--- src/rtl/vga_marker_gen.sv ---
// VGA 640x480 timing generator with full-frame white/black marker insertion.
// Idle content is clamped so it can never satisfy the detector's marker thresholds.
module vga_marker_gen #(
    parameter int unsigned H_ACTIVE    = 640,
    parameter int unsigned H_FP        = 16,
    parameter int unsigned H_SYNC      = 96,
    parameter int unsigned H_BP        = 48,
    parameter int unsigned V_ACTIVE    = 480,
    parameter int unsigned V_FP        = 10,
    parameter int unsigned V_SYNC      = 2,
    parameter int unsigned V_BP        = 33,
    parameter int unsigned MARK_FRAMES = 2,
    parameter logic [7:0]  WHITE_LVL   = 8'hFF,
    parameter logic [7:0]  BLACK_LVL   = 8'h00,
    parameter logic [7:0]  CLAMP_LO    = 8'h20,
    parameter logic [7:0]  CLAMP_HI    = 8'hAF
) (
    input  logic       clk,
    input  logic       rst,
    input  logic       mark_start_req,
    input  logic       mark_finish_req,
    input  logic [7:0] pix_r,
    input  logic [7:0] pix_g,
    input  logic [7:0] pix_b,
    output logic [9:0] h_cnt,
    output logic [9:0] v_cnt,
    output logic [7:0] vga_r,
    output logic [7:0] vga_g,
    output logic [7:0] vga_b,
    output logic       vga_hs,
    output logic       vga_vs,
    output logic       vga_blank_n,
    output logic       busy,
    output logic       mark_done
);

    localparam int unsigned H_TOTAL = H_ACTIVE + H_FP + H_SYNC + H_BP;
    localparam int unsigned V_TOTAL = V_ACTIVE + V_FP + V_SYNC + V_BP;
    localparam int unsigned FW      = (MARK_FRAMES < 2) ? 1 : $clog2(MARK_FRAMES + 1);

    localparam logic [9:0] H_LAST   = 10'(H_TOTAL - 1);
    localparam logic [9:0] V_LAST   = 10'(V_TOTAL - 1);
    localparam logic [9:0] H_ACT    = 10'(H_ACTIVE);
    localparam logic [9:0] V_ACT    = 10'(V_ACTIVE);
    localparam logic [9:0] HS_FIRST = 10'(H_ACTIVE + H_FP);
    localparam logic [9:0] HS_LAST  = 10'(H_ACTIVE + H_FP + H_SYNC - 1);
    localparam logic [9:0] VS_FIRST = 10'(V_ACTIVE + V_FP);
    localparam logic [9:0] VS_LAST  = 10'(V_ACTIVE + V_FP + V_SYNC - 1);

    localparam logic [FW-1:0] FCNT_LOAD = FW'(MARK_FRAMES);
    localparam logic [FW-1:0] FCNT_ONE  = FW'(1);

    typedef enum logic [2:0] {
        IDLE,
        PEND_W,
        MARK_W,
        PEND_B,
        MARK_B
    } state_t;

    state_t        state_q, state_d;
    logic [FW-1:0] fcnt_q, fcnt_d;
    logic [9:0]    h_cnt_q, h_cnt_d;
    logic [9:0]    v_cnt_q, v_cnt_d;
    logic [7:0]    r_q, r_d, g_q, g_d, b_q, b_d;
    logic          hs_q, hs_d, vs_q, vs_d, blank_n_q, blank_n_d;
    logic          done_q, done_d;
    logic          h_wrap, v_wrap, last_px, active;

    function automatic logic [7:0] clamp8(input logic [7:0] x);
        if (x < CLAMP_LO) return CLAMP_LO;
        if (x > CLAMP_HI) return CLAMP_HI;
        return x;
    endfunction

    assign h_wrap  = (h_cnt_q == H_LAST);
    assign v_wrap  = (v_cnt_q == V_LAST);
    assign last_px = h_wrap && v_wrap;
    assign active  = (h_cnt_q < H_ACT) && (v_cnt_q < V_ACT);

    always_comb begin
        h_cnt_d = h_wrap ? '0 : h_cnt_q + 10'd1;
        v_cnt_d = v_cnt_q;
        if (h_wrap) begin
            v_cnt_d = v_wrap ? '0 : v_cnt_q + 10'd1;
        end
    end

    always_comb begin
        state_d = state_q;
        fcnt_d  = fcnt_q;
        done_d  = 1'b0;
        case (state_q)
            IDLE: begin
                // Start has priority; a simultaneous finish request is dropped.
                if (mark_start_req) begin
                    state_d = PEND_W;
                end else if (mark_finish_req) begin
                    state_d = PEND_B;
                end
            end
            PEND_W, PEND_B: begin
                if (last_px) begin
                    state_d = (state_q == PEND_W) ? MARK_W : MARK_B;
                    fcnt_d  = FCNT_LOAD;
                end
            end
            MARK_W, MARK_B: begin
                if (last_px) begin
                    fcnt_d = fcnt_q - FCNT_ONE;
                    if (fcnt_q == FCNT_ONE) begin
                        state_d = IDLE;
                        done_d  = 1'b1;
                    end
                end
            end
            default: state_d = IDLE;
        endcase
    end

    always_comb begin
        r_d = '0;
        g_d = '0;
        b_d = '0;
        if (active) begin
            case (state_q)
                MARK_W: begin
                    r_d = WHITE_LVL;
                    g_d = WHITE_LVL;
                    b_d = WHITE_LVL;
                end
                MARK_B: begin
                    r_d = BLACK_LVL;
                    g_d = BLACK_LVL;
                    b_d = BLACK_LVL;
                end
                default: begin
                    r_d = clamp8(pix_r);
                    g_d = clamp8(pix_g);
                    b_d = clamp8(pix_b);
                end
            endcase
        end
        hs_d      = !((h_cnt_q >= HS_FIRST) && (h_cnt_q <= HS_LAST));
        vs_d      = !((v_cnt_q >= VS_FIRST) && (v_cnt_q <= VS_LAST));
        blank_n_d = active;
    end

    always_ff @(posedge clk or posedge rst) begin
        if (rst) begin
            state_q   <= IDLE;
            fcnt_q    <= '0;
            h_cnt_q   <= '0;
            v_cnt_q   <= '0;
            r_q       <= '0;
            g_q       <= '0;
            b_q       <= '0;
            hs_q      <= 1'b1;
            vs_q      <= 1'b1;
            blank_n_q <= 1'b0;
            done_q    <= 1'b0;
        end else begin
            state_q   <= state_d;
            fcnt_q    <= fcnt_d;
            h_cnt_q   <= h_cnt_d;
            v_cnt_q   <= v_cnt_d;
            r_q       <= r_d;
            g_q       <= g_d;
            b_q       <= b_d;
            hs_q      <= hs_d;
            vs_q      <= vs_d;
            blank_n_q <= blank_n_d;
            done_q    <= done_d;
        end
    end

    assign h_cnt       = h_cnt_q;
    assign v_cnt       = v_cnt_q;
    assign vga_r       = r_q;
    assign vga_g       = g_q;
    assign vga_b       = b_q;
    assign vga_hs      = hs_q;
    assign vga_vs      = vs_q;
    assign vga_blank_n = blank_n_q;
    assign busy        = (state_q != IDLE);
    assign mark_done   = done_q;

endmodule

--- config.mk ---
export PLATFORM = sky130hd
export DESIGN_NAME = vga_marker_gen
export DESIGN_NICKNAME = d
export VERILOG_FILES = /design/src/rtl/vga_marker_gen.sv
export SDC_FILE = /design/constraint.sdc
export NUM_CORES = 1
export LEC_CHECK = 0
export CAP_MARGIN = 20
export CORE_MARGIN = 3
export CORE_UTILIZATION = 35
export CTS_CLUSTER_SIZE = 14
export DETAILED_ROUTE_END_ITERATION = 8
export GPL_TIMING_DRIVEN = 0
export PLACE_DENSITY = 0.67
export SYNTH_ARGS = -nofsm -noshare
export SYNTH_HDL_FRONTEND = slang
export SYNTH_SLANG_ARGS = --single-unit
--- constraint.sdc ---
create_clock -name clk -period 3.7 [get_ports clk]
set_input_delay 0.74 -clock clk [delete_from_list [all_inputs] [get_ports clk]]
set_output_delay 0.74 -clock clk [all_outputs]
set_load 0.02 [all_outputs]
; Word level (Yosys, flattened, before mapping)
; Cells that the tools add are included.
[word_totals]
register_bits = 53
in_bits = 28
output_inout_bits = 49
wordCells = 104
[op_classes]
n_addsub = 3
magnitude_cmp = 12
n_eq_ne = 11
n_mux = 54
reduce_logical = 13
[ops]
columns = cell, n
row1 = two-way mux 8 bit, 15
row2 = one-hot mux 8 bit (2 select lines), 3
row3 = greater-than comparator 8 bit (second input constant), 3
row4 = less-than comparator 8 x 6 -> 1 bit (second input constant), 3
row5 = two-way mux 1 bit, 24
row6 = adder 10 x 1 -> 10 bit (second input constant), 2
row7 = == test 10 bit (second input constant), 2
row8 = two-way mux 10 bit, 2
row9 = two-way mux 3 bit, 6
row10 = >= comparator 10 bit (second input constant), 1
row11 = >= comparator 10 x 9 -> 1 bit (second input constant), 1
row12 = less-or-equal comparator 10 bit (second input constant), 1
row13 = less-or-equal comparator 10 x 9 -> 1 bit (second input constant), 1
row14 = less-than comparator 10 bit (second input constant), 1
row15 = less-than comparator 10 x 9 -> 1 bit (second input constant), 1
row16 = one-hot mux 3 bit (3 select lines), 1
row17 = == test 3 x 2 -> 1 bit (second input constant), 2
row18 = logical AND 1 bit, 4
row19 = two-way mux 2 bit, 2
row20 = inequality test 2 x 1 -> 1 bit (second input constant), 2
row21 = one-hot mux 2 bit (2 select lines), 1
row22 = AND reduction 4 bit, 1
row23 = OR reduction 2 bit, 2
row24 = == test 3 x 1 -> 1 bit (second input constant), 1
row25 = 10 further kinds, 11

; Depth between registers and ports, before layout
; Gate-level depths: netlist of the first run.
[logic_depth]
ltp_word = 11
mapped_depth = 8
ltp_nobuf = 7

; Least setup slack after synthesis of the first run
; Ideal clock, no wire load.
[synth_path]
kind = flip-flop to flip-flop
start = reg v_cnt_q[0] (netlist: v_cnt[0])
end = reg state_q[1]
setup_time_ps = 128
arrival_time_ps = 2199
required_ps = 3572
setup_slack_ps = 1373
path_stages_with_launch = 8
path_buffers = 0
period_less_slack_ps = 2327
path_cell_list = dfrtp_1 > inv_1 > ha_1 > or4b_4 > nor4_4 > nand2_2 > a221oi_2 > mux2_1
[synth_between]
elab_chain_cells = 4
elab_cells_between_ends = 5
cone_classes = eq/ne (3) / reduce/logical (2)
[synth_rtl]
columns = item, line
row1 = start: declaration, 64  ; logic [9:0] v_cnt_q, v_cnt_d;
row2 = start signal: assignment, 166  ; v_cnt_q <= v_cnt_d;
row3 = == test 10 bit (*), 77  ; assign v_wrap = (v_cnt_q == V_LAST);
row4 = logical AND 1 bit (*), 78  ; assign last_px = h_wrap && v_wrap;
row5 = inequality test 2 bit (no line) / inequality test 2 x 1 -> 1 bit (equally long branches), -
row6 = AND reduction 4 bit (no line) (*), -
row7 = end signal: assignment, 163  ; state_q <= state_d;
row8 = end: declaration, 61  ; state_t state_q, state_d;
; Mark *: on every way between the ends. The rest lies on a longest branch, timed or not.
; A chain may end at the register's enable or synchronous reset.

; Final worst setup path of the first run
[layout_path]
start = reg state_q[0]
end = out busy
[layout_between]
elab_chain_cells = 1
[layout_rtl]
columns = item, line
row1 = nonzero test 3 bit, 185  ; assign busy = (state_q != IDLE);
row2 = end: declaration, 33  ; output logic busy,
; No other way between the ends.

==> report_table.html, run 1 <==
<table>
<tr><th>Metric</th><th>Value</th></tr>
<tr><th colspan="2">STA</th></tr>
<tr><td>Post-route fraction of the period consumed by the critical path</td><td>0.6600</td></tr>
<tr><td>Highest clock frequency the design can meet</td><td>409.5 MHz</td></tr>
<tr><td>Min cycle time layout</td><td>2.442 ns</td></tr>
<tr><td>Final setup violation count</td><td>0</td></tr>
<tr><td>Transition time at the pin with the least slew margin</td><td>0.6815 ns</td></tr>
<tr><td>Hold WS</td><td>0.4912 ns</td></tr>
<tr><td>Setup total negative slack</td><td>0 ns</td></tr>
<tr><td>Final setup skew</td><td>0.006510 ns</td></tr>
<tr><td>Worst slew slack as a fraction of its limit</td><td>0.5440</td></tr>
<tr><td>Total count of hold-check failures in the final report</td><td>0</td></tr>
<tr><td>RSZ-0062 raised after global routing</td><td>false</td></tr>
<tr><td>Total count of max-transition violations in the final report</td><td>0</td></tr>
<tr><th colspan="2">Clock tree</th></tr>
<tr><td>Buffer cell driving the clock tree root</td><td>sky130_fd_sc_hd__clkbuf_8</td></tr>
<tr><td>Sink Count</td><td>53</td></tr>
<tr><td>Clock latency on the worst-skew pair</td><td>0.29 ns</td></tr>
<tr><td>Count of buffers added by post-CTS timing repair for setup</td><td>0</td></tr>
<tr><td>Post-CTS clock slew at the launch and capture registers of the worst setup and hold paths</td><td>0.09 ns</td></tr>
<tr><td>CTS tree</td><td>built</td></tr>
<tr><td>CTS Buf Count</td><td>5</td></tr>
<tr><td>Post-CTS Hold Fix Bufs</td><td>0</td></tr>
<tr><td>Level count of the clock H-tree</td><td>2</td></tr>
<tr><td>Resize count post-CTS</td><td>0</td></tr>
<tr><td>Clock Tree Buf Depth</td><td>2</td></tr>
<tr><th colspan="2">Detailed routing</th></tr>
<tr><td>Met2 routed WL</td><td>2691 um</td></tr>
<tr><td>DR DRC count</td><td>0</td></tr>
<tr><td>Average wire per standard cell</td><td>14.10 um</td></tr>
<tr><td>Highest layer used for signal routing</td><td>met4</td></tr>
<tr><td>Total number of vias</td><td>1936</td></tr>
<tr><td>Met1 wire length</td><td>2580 um</td></tr>
<tr><td>Average via count per standard cell</td><td>4.926</td></tr>
<tr><td>Number of iterations in the first detailed-routing pass</td><td>4</td></tr>
<tr><td>Post-Route WL</td><td>5543 um</td></tr>
<tr><td>Detail Route Antenna Nets</td><td>0</td></tr>
<tr><td>Wire length on met3</td><td>215 um</td></tr>
<tr><td>DR iter-0 viols</td><td>83</td></tr>
<tr><th colspan="2">Critical path</th></tr>
<tr><td>Setup Crit Path Kind</td><td>reg2out</td></tr>
<tr><td>Worst setup SP type</td><td>flip-flop</td></tr>
<tr><td>Crit. End Element</td><td>output port</td></tr>
<tr><td>Data arrival at the endpoint of the critical path</td><td>1.70 ns</td></tr>
<tr><td>Biggest fanout along the worst timing path</td><td>7</td></tr>
<tr><td>Required time at the endpoint of the critical path</td><td>2.96 ns</td></tr>
<tr><th colspan="2">Die</th></tr>
<tr><td>Area of the die</td><td>7817 um^2</td></tr>
<tr><td>Core box area</td><td>6459 um^2</td></tr>
<tr><td>Count of pins on the block boundary</td><td>77</td></tr>
<tr><td>Die Span Y</td><td>88.42 um</td></tr>
<tr><td>Initial Utilization</td><td>0.3681</td></tr>
<tr><td>Die Span X</td><td>88.42 um</td></tr>
<tr><td>Total number of placement rows</td><td>29</td></tr>
<tr><th colspan="2">Final layout</th></tr>
<tr><td>Antenna fix cells</td><td>0</td></tr>
<tr><td>Final net count</td><td>348</td></tr>
<tr><td>Area growth from synthesis to layout</td><td>40.26%</td></tr>
<tr><td>Layout cells sized above 1</td><td>0.05696</td></tr>
<tr><td>Layout fillers</td><td>597</td></tr>
<tr><td>End-of-flow core utilization</td><td>0.5163</td></tr>
<tr><td>Sequential cell area</td><td>1329 um^2</td></tr>
<tr><td>Area of combinational cells with multiple inputs</td><td>967.2 um^2</td></tr>
<tr><td>Post-layout instance count excluding filler cells</td><td>393</td></tr>
<tr><th colspan="2">Global route</th></tr>
<tr><td>Wire length of the first global-routing pass</td><td>9328 um</td></tr>
<tr><td>Vias in the first global route</td><td>1877</td></tr>
<tr><td>Number of antenna violations at the first check in global routing</td><td>0</td></tr>
<tr><td>Pin count of the biggest net entering global routing</td><td>41</td></tr>
<tr><td>Global-route congestion overflow total</td><td>0</td></tr>
<tr><td>Total GRT Usage</td><td>0.1512</td></tr>
<tr><th colspan="2">Yosys</th></tr>
<tr><td>Most common cell in the synthesized netlist</td><td>sky130_fd_sc_hd__dfrtp_1</td></tr>
<tr><td>Share of flip-flops with an asynchronous set or reset after synthesis</td><td>1.000</td></tr>
<tr><td>Seq/Total Area, Yosys</td><td>0.5589</td></tr>
<tr><td>Top cells by area, synth</td><td>sky130_fd_sc_hd__dfrtp_1, sky130_fd_sc_hd__a21oi_1, sky130_fd_sc_hd__nor2_1</td></tr>
<tr><td>Cells after synthesis</td><td>231</td></tr>
<tr><td>Synthesized Nets</td><td>264</td></tr>
<tr><td>Avg Inst Size Synth</td><td>10.29 um^2</td></tr>
<tr><td>Post-synthesis sequential element count</td><td>53</td></tr>
<tr><td>Mapped cell area</td><td>2377 um^2</td></tr>
<tr><td>Distinct cell type count after synthesis</td><td>41</td></tr>
<tr><td>Number of enable flip-flop cells after synthesis</td><td>0</td></tr>
<tr><td>Synthesis warning total</td><td>0</td></tr>
<tr><td>Flip-flop cell with the highest count after synthesis</td><td>sky130_fd_sc_hd__dfrtp_1</td></tr>
<tr><td>Post-synth top cells</td><td>sky130_fd_sc_hd__dfrtp_1, sky130_fd_sc_hd__a21oi_1, sky130_fd_sc_hd__nor2_1</td></tr>
<tr><td>Area share of the leading cell type in the synthesized netlist</td><td>0.5368</td></tr>
<tr><td>Yosys top cell by area</td><td>sky130_fd_sc_hd__dfrtp_1</td></tr>
<tr><th colspan="2">Placement</th></tr>
<tr><td>Final Wtd Congestion</td><td>0.8009</td></tr>
<tr><td>Estimated wirelength of the detail-placed design</td><td>4182 um</td></tr>
<tr><td>Placed Instances</td><td>385</td></tr>
<tr><td>Port Buffers</td><td>76</td></tr>
<tr><th colspan="2">Power</th></tr>
<tr><td>Standby leakage power</td><td>1.389 nW</td></tr>
<tr><td>Largest vdd supply drop</td><td>0.0001563 V</td></tr>
<tr><td>P per Cell Area</td><td>349.9 nW/um^2</td></tr>
<tr><th colspan="2">Worst hold path</th></tr>
<tr><td>Worst hold path class</td><td>reg2reg</td></tr>
<tr><th colspan="2">Status</th></tr>
<tr><td>Outcome</td><td>completed</td></tr>
<tr><th colspan="2">Job</th></tr>
<tr><td>Max-cap viol count</td><td>0</td></tr>
</table>
[power by group]
part           switching, mW  internal, mW  leakage (nW)  total (mW)
logic                  0.111         0.114         0.703       0.225
clock network          0.171         0.135        0.0395       0.306
registers             0.0200         0.616         0.647       0.636
total                  0.302         0.865          1.39        1.17
[critical path, stage by stage (launching register included)]
cell and delay, ns:
sky130_fd_sc_hd__dfrtp_1 0.44, sky130_fd_sc_hd__or3_1 0.42, sky130_fd_sc_hd__clkdlybuf4s50_1 0.55
[layer usage]
metal,track usage,vias to the layer above
li1,-,967
met3,0.03259,4
met2,0.2379,56
met1,0.2148,909
met5,0,-
met4,0.03434,0
[worst paths after layout]
check / endpoint / cells after the start / slack, ns / start
max: busy / 2 / 1.26 / state_q[0]
min: fcnt_q[0] / 1 / 0.49 / fcnt_q[0]
min in group asynchronous: h_cnt[7] / 2 / 0.72 / rst
min reg2reg: fcnt_q[0] / 1 / 0.49 / fcnt_q[0]
max reg2reg: state_q[1] / 7 / 1.30 / v_cnt[0]
max in group asynchronous: v_cnt[0] / 3 / 2.48 / rst
[placed cells by master, fill, tap and decap left out, types with 4 or more instances in the layout]
master / netlist / final
sky130_fd_sc_hd__a21oi_1: 29 / 29
sky130_fd_sc_hd__clkbuf_1: 6 / 9
sky130_fd_sc_hd__clkbuf_8: 0 / 5
sky130_fd_sc_hd__clkdlybuf4s50_1: 0 / 76
sky130_fd_sc_hd__dfrtp_1: 51 / 51
sky130_fd_sc_hd__ha_1: 5 / 5
sky130_fd_sc_hd__inv_1: 13 / 12
sky130_fd_sc_hd__nand2_1: 17 / 17
sky130_fd_sc_hd__nand3_1: 5 / 5
sky130_fd_sc_hd__nand4_1: 5 / 5
sky130_fd_sc_hd__nor2_1: 21 / 21
sky130_fd_sc_hd__nor2b_1: 4 / 4
sky130_fd_sc_hd__nor3_1: 4 / 4
sky130_fd_sc_hd__o21ai_0: 14 / 14
sky130_fd_sc_hd__o21ai_1: 4 / 4
sky130_fd_sc_hd__or3_1: 5 / 5
sky130_fd_sc_hd__xnor2_1: 6 / 6
sky130_fd_sc_hd__xor2_1: 8 / 8
[logic make-up after synthesis]
family	after synthesis	synth area share
compound gates	58	0.1374
mux	2	0.008947
buf+inv	21	0.03421
flops	53	0.5589
fa+ha+maj	5	0.02632
xor+xnor	14	0.05158
simple gates	78	0.1826
[area by class of cell]
| cell class | instances | area share |
|---|---|---|
| well taps | 77 | 0.02889 |
| plain buffers | 8 | 0.009756 |
| repair buffers | 77 | 0.2341 |
| inverters | 13 | 0.01463 |
| multi-input cells | 157 | 0.2901 |
| clock buffers | 8 | 0.02401 |
| flip-flops and latches | 53 | 0.3985 |
[state kept, by name, indices dropped and copies added, names as in the netlist, 2 cells and up]
name and flops:
state_q 3, vga_g 8, v_cnt 10, vga_b 8
h_cnt 10, vga_r 8, fcnt_q 2
[per-stage QoR]
stage | total power [mW] | setup slack, ns | cell area (um^2)
global route | 1.237 | 1.108 | 3334
CTS | 1.185 | 1.228 | 3334
detailed placement | 0.8763 | 1.280 | 3254
global placement | 0.8692 | 0.6634 | 3234
finish | 1.167 | 1.258 | 3334
floorplan | 0.7564 | 1.373 | 2377
Note: power is estimated with default switching activity, not from simulation.
==> run 2, diff against run 1 <==
==> constraint.sdc (replaced) <==
create_clock -name clk -period 2.4 [get_ports clk]
set_input_delay 0.48 -clock clk [delete_from_list [all_inputs] [get_ports clk]]
set_output_delay 0.48 -clock clk [all_outputs]
set_load 0.02 [all_outputs]
==> run 2 against run 1 <==
Compared with the run above: via count increased by 1.5%; clock power increased by 54%; clock skew increased by 0.00069 ns; die area unchanged; routed wire length increased by 1.9%; worst setup slack got worse by 1.2 ns; critical endpoint is now state_q[1]; utilization increased by 1.4 points; largest cell class unchanged; sequential cell count unchanged; sequential share of layout area decreased by 1.0 points; total power increased by 54%; critical path depth increased by 5; first-iteration DRC count increased by 6.0%.
==> report_table.html, run 2 (synthesized netlist as in run 1, its figures left out) <==
<table>
<tr><th>Metric</th><th>Value</th></tr>
<tr><th colspan="2">Status</th></tr>
<tr><td>Outcome</td><td>completed</td></tr>
<tr><th colspan="2">STA</th></tr>
<tr><td>Transition time at the pin with the least slew margin</td><td>0.6615 ns</td></tr>
<tr><td>Setup total negative slack</td><td>0 ns</td></tr>
<tr><td>Final setup violation count</td><td>0</td></tr>
<tr><td>Highest clock frequency the design can meet</td><td>431.4 MHz</td></tr>
<tr><td>Total count of max-transition violations in the final report</td><td>0</td></tr>
<tr><td>Min cycle time layout</td><td>2.318 ns</td></tr>
<tr><td>Total count of hold-check failures in the final report</td><td>0</td></tr>
<tr><td>Post-route fraction of the period consumed by the critical path</td><td>0.9659</td></tr>
<tr><td>RSZ-0062 raised after global routing</td><td>true</td></tr>
<tr><td>Final setup skew</td><td>0.007200 ns</td></tr>
<tr><td>Worst slew slack as a fraction of its limit</td><td>0.5573</td></tr>
<tr><th colspan="2">Clock tree</th></tr>
<tr><td>Clock Tree Buf Depth</td><td>2</td></tr>
<tr><td>Buffer cell driving the clock tree root</td><td>sky130_fd_sc_hd__clkbuf_8</td></tr>
<tr><td>CTS Buf Count</td><td>5</td></tr>
<tr><td>Clock latency on the worst-skew pair</td><td>0.29 ns</td></tr>
<tr><td>Post-CTS clock slew at the launch and capture registers of the worst setup and hold paths</td><td>0.09 ns</td></tr>
<tr><td>Sink Count</td><td>53</td></tr>
<tr><td>Post-CTS Hold Fix Bufs</td><td>0</td></tr>
<tr><td>CTS tree</td><td>built</td></tr>
<tr><td>Level count of the clock H-tree</td><td>2</td></tr>
<tr><th colspan="2">Die</th></tr>
<tr><td>Count of pins on the block boundary</td><td>77</td></tr>
<tr><td>Core box area</td><td>6459 um^2</td></tr>
<tr><td>Initial Utilization</td><td>0.3681</td></tr>
<tr><td>Die Span Y</td><td>88.42 um</td></tr>
<tr><td>Die Span X</td><td>88.42 um</td></tr>
<tr><td>Total number of placement rows</td><td>29</td></tr>
<tr><td>Area of the die</td><td>7817 um^2</td></tr>
<tr><th colspan="2">Power</th></tr>
<tr><td>Largest vdd supply drop</td><td>0.0002414 V</td></tr>
<tr><td>Part of the total power dissipated in combinational logic</td><td>0.193</td></tr>
<tr><td>Internal power</td><td>1.334 mW</td></tr>
<tr><td>Fraction of power spent switching nets</td><td>0.2586</td></tr>
<tr><td>Power dissipated by switching net loads</td><td>0.4652 mW</td></tr>
<tr><td>P per Cell Area</td><td>525.6 nW/um^2</td></tr>
<tr><td>Reg power frac</td><td>0.545</td></tr>
<tr><td>Part of the power in the clock network</td><td>0.262</td></tr>
<tr><td>Total power after layout</td><td>1.799 mW</td></tr>
<tr><td>Standby leakage power</td><td>1.444 nW</td></tr>
<tr><th colspan="2">Placement</th></tr>
<tr><td>Estimated wirelength of the detail-placed design</td><td>4182 um</td></tr>
<tr><td>Placed Instances</td><td>385</td></tr>
<tr><td>Final Wtd Congestion</td><td>0.8009</td></tr>
<tr><td>Port Buffers</td><td>76</td></tr>
<tr><th colspan="2">Job</th></tr>
<tr><td>Max-cap viol count</td><td>0</td></tr>
<tr><th colspan="2">Final layout</th></tr>
<tr><td>Layout cells sized above 1</td><td>0.09816</td></tr>
<tr><td>End-of-flow core utilization</td><td>0.5300</td></tr>
<tr><td>Highest-count cells in the layout ignoring fill and taps</td><td>sky130_fd_sc_hd__clkdlybuf4s50_1, sky130_fd_sc_hd__dfrtp_1, sky130_fd_sc_hd__a21oi_1</td></tr>
<tr><td>Final net count</td><td>358</td></tr>
<tr><td>Post-layout instance count excluding filler cells</td><td>403</td></tr>
<tr><td>Area growth from synthesis to layout</td><td>44.00%</td></tr>
<tr><td>Antenna fix cells</td><td>0</td></tr>
<tr><td>Most common library cell in the layout ignoring fill and taps</td><td>sky130_fd_sc_hd__clkdlybuf4s50_1</td></tr>
<tr><th colspan="2">Detailed routing</th></tr>
<tr><td>Total number of vias</td><td>1966</td></tr>
<tr><td>Average wire per standard cell</td><td>14.02 um</td></tr>
<tr><td>Detail Route Antenna Nets</td><td>0</td></tr>
<tr><td>DR iter-0 viols</td><td>88</td></tr>
<tr><td>Average via count per standard cell</td><td>4.878</td></tr>
<tr><td>Post-Route WL</td><td>5650 um</td></tr>
<tr><td>DR DRC count</td><td>0</td></tr>
<tr><td>Number of iterations in the first detailed-routing pass</td><td>4</td></tr>
<tr><th colspan="2">Global route</th></tr>
<tr><td>Number of antenna violations at the first check in global routing</td><td>0</td></tr>
<tr><td>Wire length of the first global-routing pass</td><td>9328 um</td></tr>
<tr><td>Pin count of the biggest net entering global routing</td><td>41</td></tr>
<tr><td>Total GRT Usage</td><td>0.1512</td></tr>
<tr><td>Vias in the first global route</td><td>1877</td></tr>
<tr><td>Global-route congestion overflow total</td><td>0</td></tr>
<tr><th colspan="2">Critical path</th></tr>
<tr><td>Crit. End Element</td><td>flip-flop</td></tr>
<tr><td>Required time at the endpoint of the critical path</td><td>2.58 ns</td></tr>
<tr><td>Setup Crit Path Kind</td><td>reg2reg</td></tr>
<tr><td>Worst setup SP type</td><td>flip-flop</td></tr>
<tr><td>Biggest fanout along the worst timing path</td><td>5</td></tr>
<tr><td>Data arrival at the endpoint of the critical path</td><td>2.50 ns</td></tr>
<tr><th colspan="2">Worst hold path</th></tr>
<tr><td>Worst hold path class</td><td>in2async</td></tr>
</table>
run 2: cell types whose count changed in the layout (fill, tap and decap cells not counted), sizes merged:
cell  previous run  this run
buf              3        13
run 2: area by class of cell:
class,instances,area [um^2]
Buffer,8,33.78
Clock buffer,8,80.08
Fill cell,583,3035
Inverter,13,48.80
Multi-Input combinational cell,157,979.7
Sequential cell,53,1329
Tap cell,77,96.34
Timing Repair Buffer,87,855.8
run 2: repair_timing:
action	in CTS	in global routing
gates resized for setup	0	6
setup endpoints to repair	1	5
pin swaps	1	5
setup buffers	0	10
endpoints found under the hold margin	0	0
run 2: final timing paths:
kind | start | end | slack (ns) | cells after the start
setup reg to reg | v_cnt[1] | state_q[1] | 0.08 | 7
max in group asynchronous | rst | fcnt_q[1] | 1.45 | 3
setup / recovery | v_cnt[1] | state_q[1] | 0.08 | 7
hold reg to reg | fcnt_q[0] | fcnt_q[0] | 0.49 | 1
hold / removal | rst | h_cnt[7] | 0.46 | 2
min in group clk | fcnt_q[0] | fcnt_q[0] | 0.49 | 1
run 2: per-stage QoR:
| stage | hold slack [ns] | setup slack [ns] | instance area, um^2 |
|---|---|---|---|
| CTS | 0.4621 | 0.04076 | 3334 |
| global route | 0.4691 | -0.06600 | 3423 |
| finish | 0.4561 | 0.08189 | 3423 |
| global placement | 0.4685 | -0.3766 | 3234 |
| detailed placement | 0.4786 | -0.02021 | 3254 |
| floorplan | 0.4472 | 0.07296 | 2377 |
run 2: worst max-delay path: stages, from the launching register on:
cell	delay (ns)
sky130_fd_sc_hd__dfrtp_1	0.40
sky130_fd_sc_hd__inv_2	0.10
sky130_fd_sc_hd__ha_4	0.13
sky130_fd_sc_hd__or4b_4	0.46
sky130_fd_sc_hd__nor4_4	0.37
sky130_fd_sc_hd__nand3_1	0.14
sky130_fd_sc_hd__a221oi_2	0.28
sky130_fd_sc_hd__mux2_1	0.34
run 2: metal layers:
layer | GRT usage | part of all wire
met1 | 0.2148 | 0.46
met2 | 0.2379 | 0.50
met3 | 0.03259 | 0.036
met4 | 0.03434 | 0.0097
met5 | 0 | 0
run 2: power groups by stage:
stage | Clock, mW | Sequential [mW] | Combinational [mW]
final | 0.472 | 0.981 | 0.347
after CTS | 0.494 | 0.981 | 0.353
after floorplan | 0 | 1.06 | 0.109
after global placement | 0 | 0.998 | 0.342
after detailed placement | 0 | 1.00 | 0.351
after global routing | 0.538 | 0.988 | 0.381
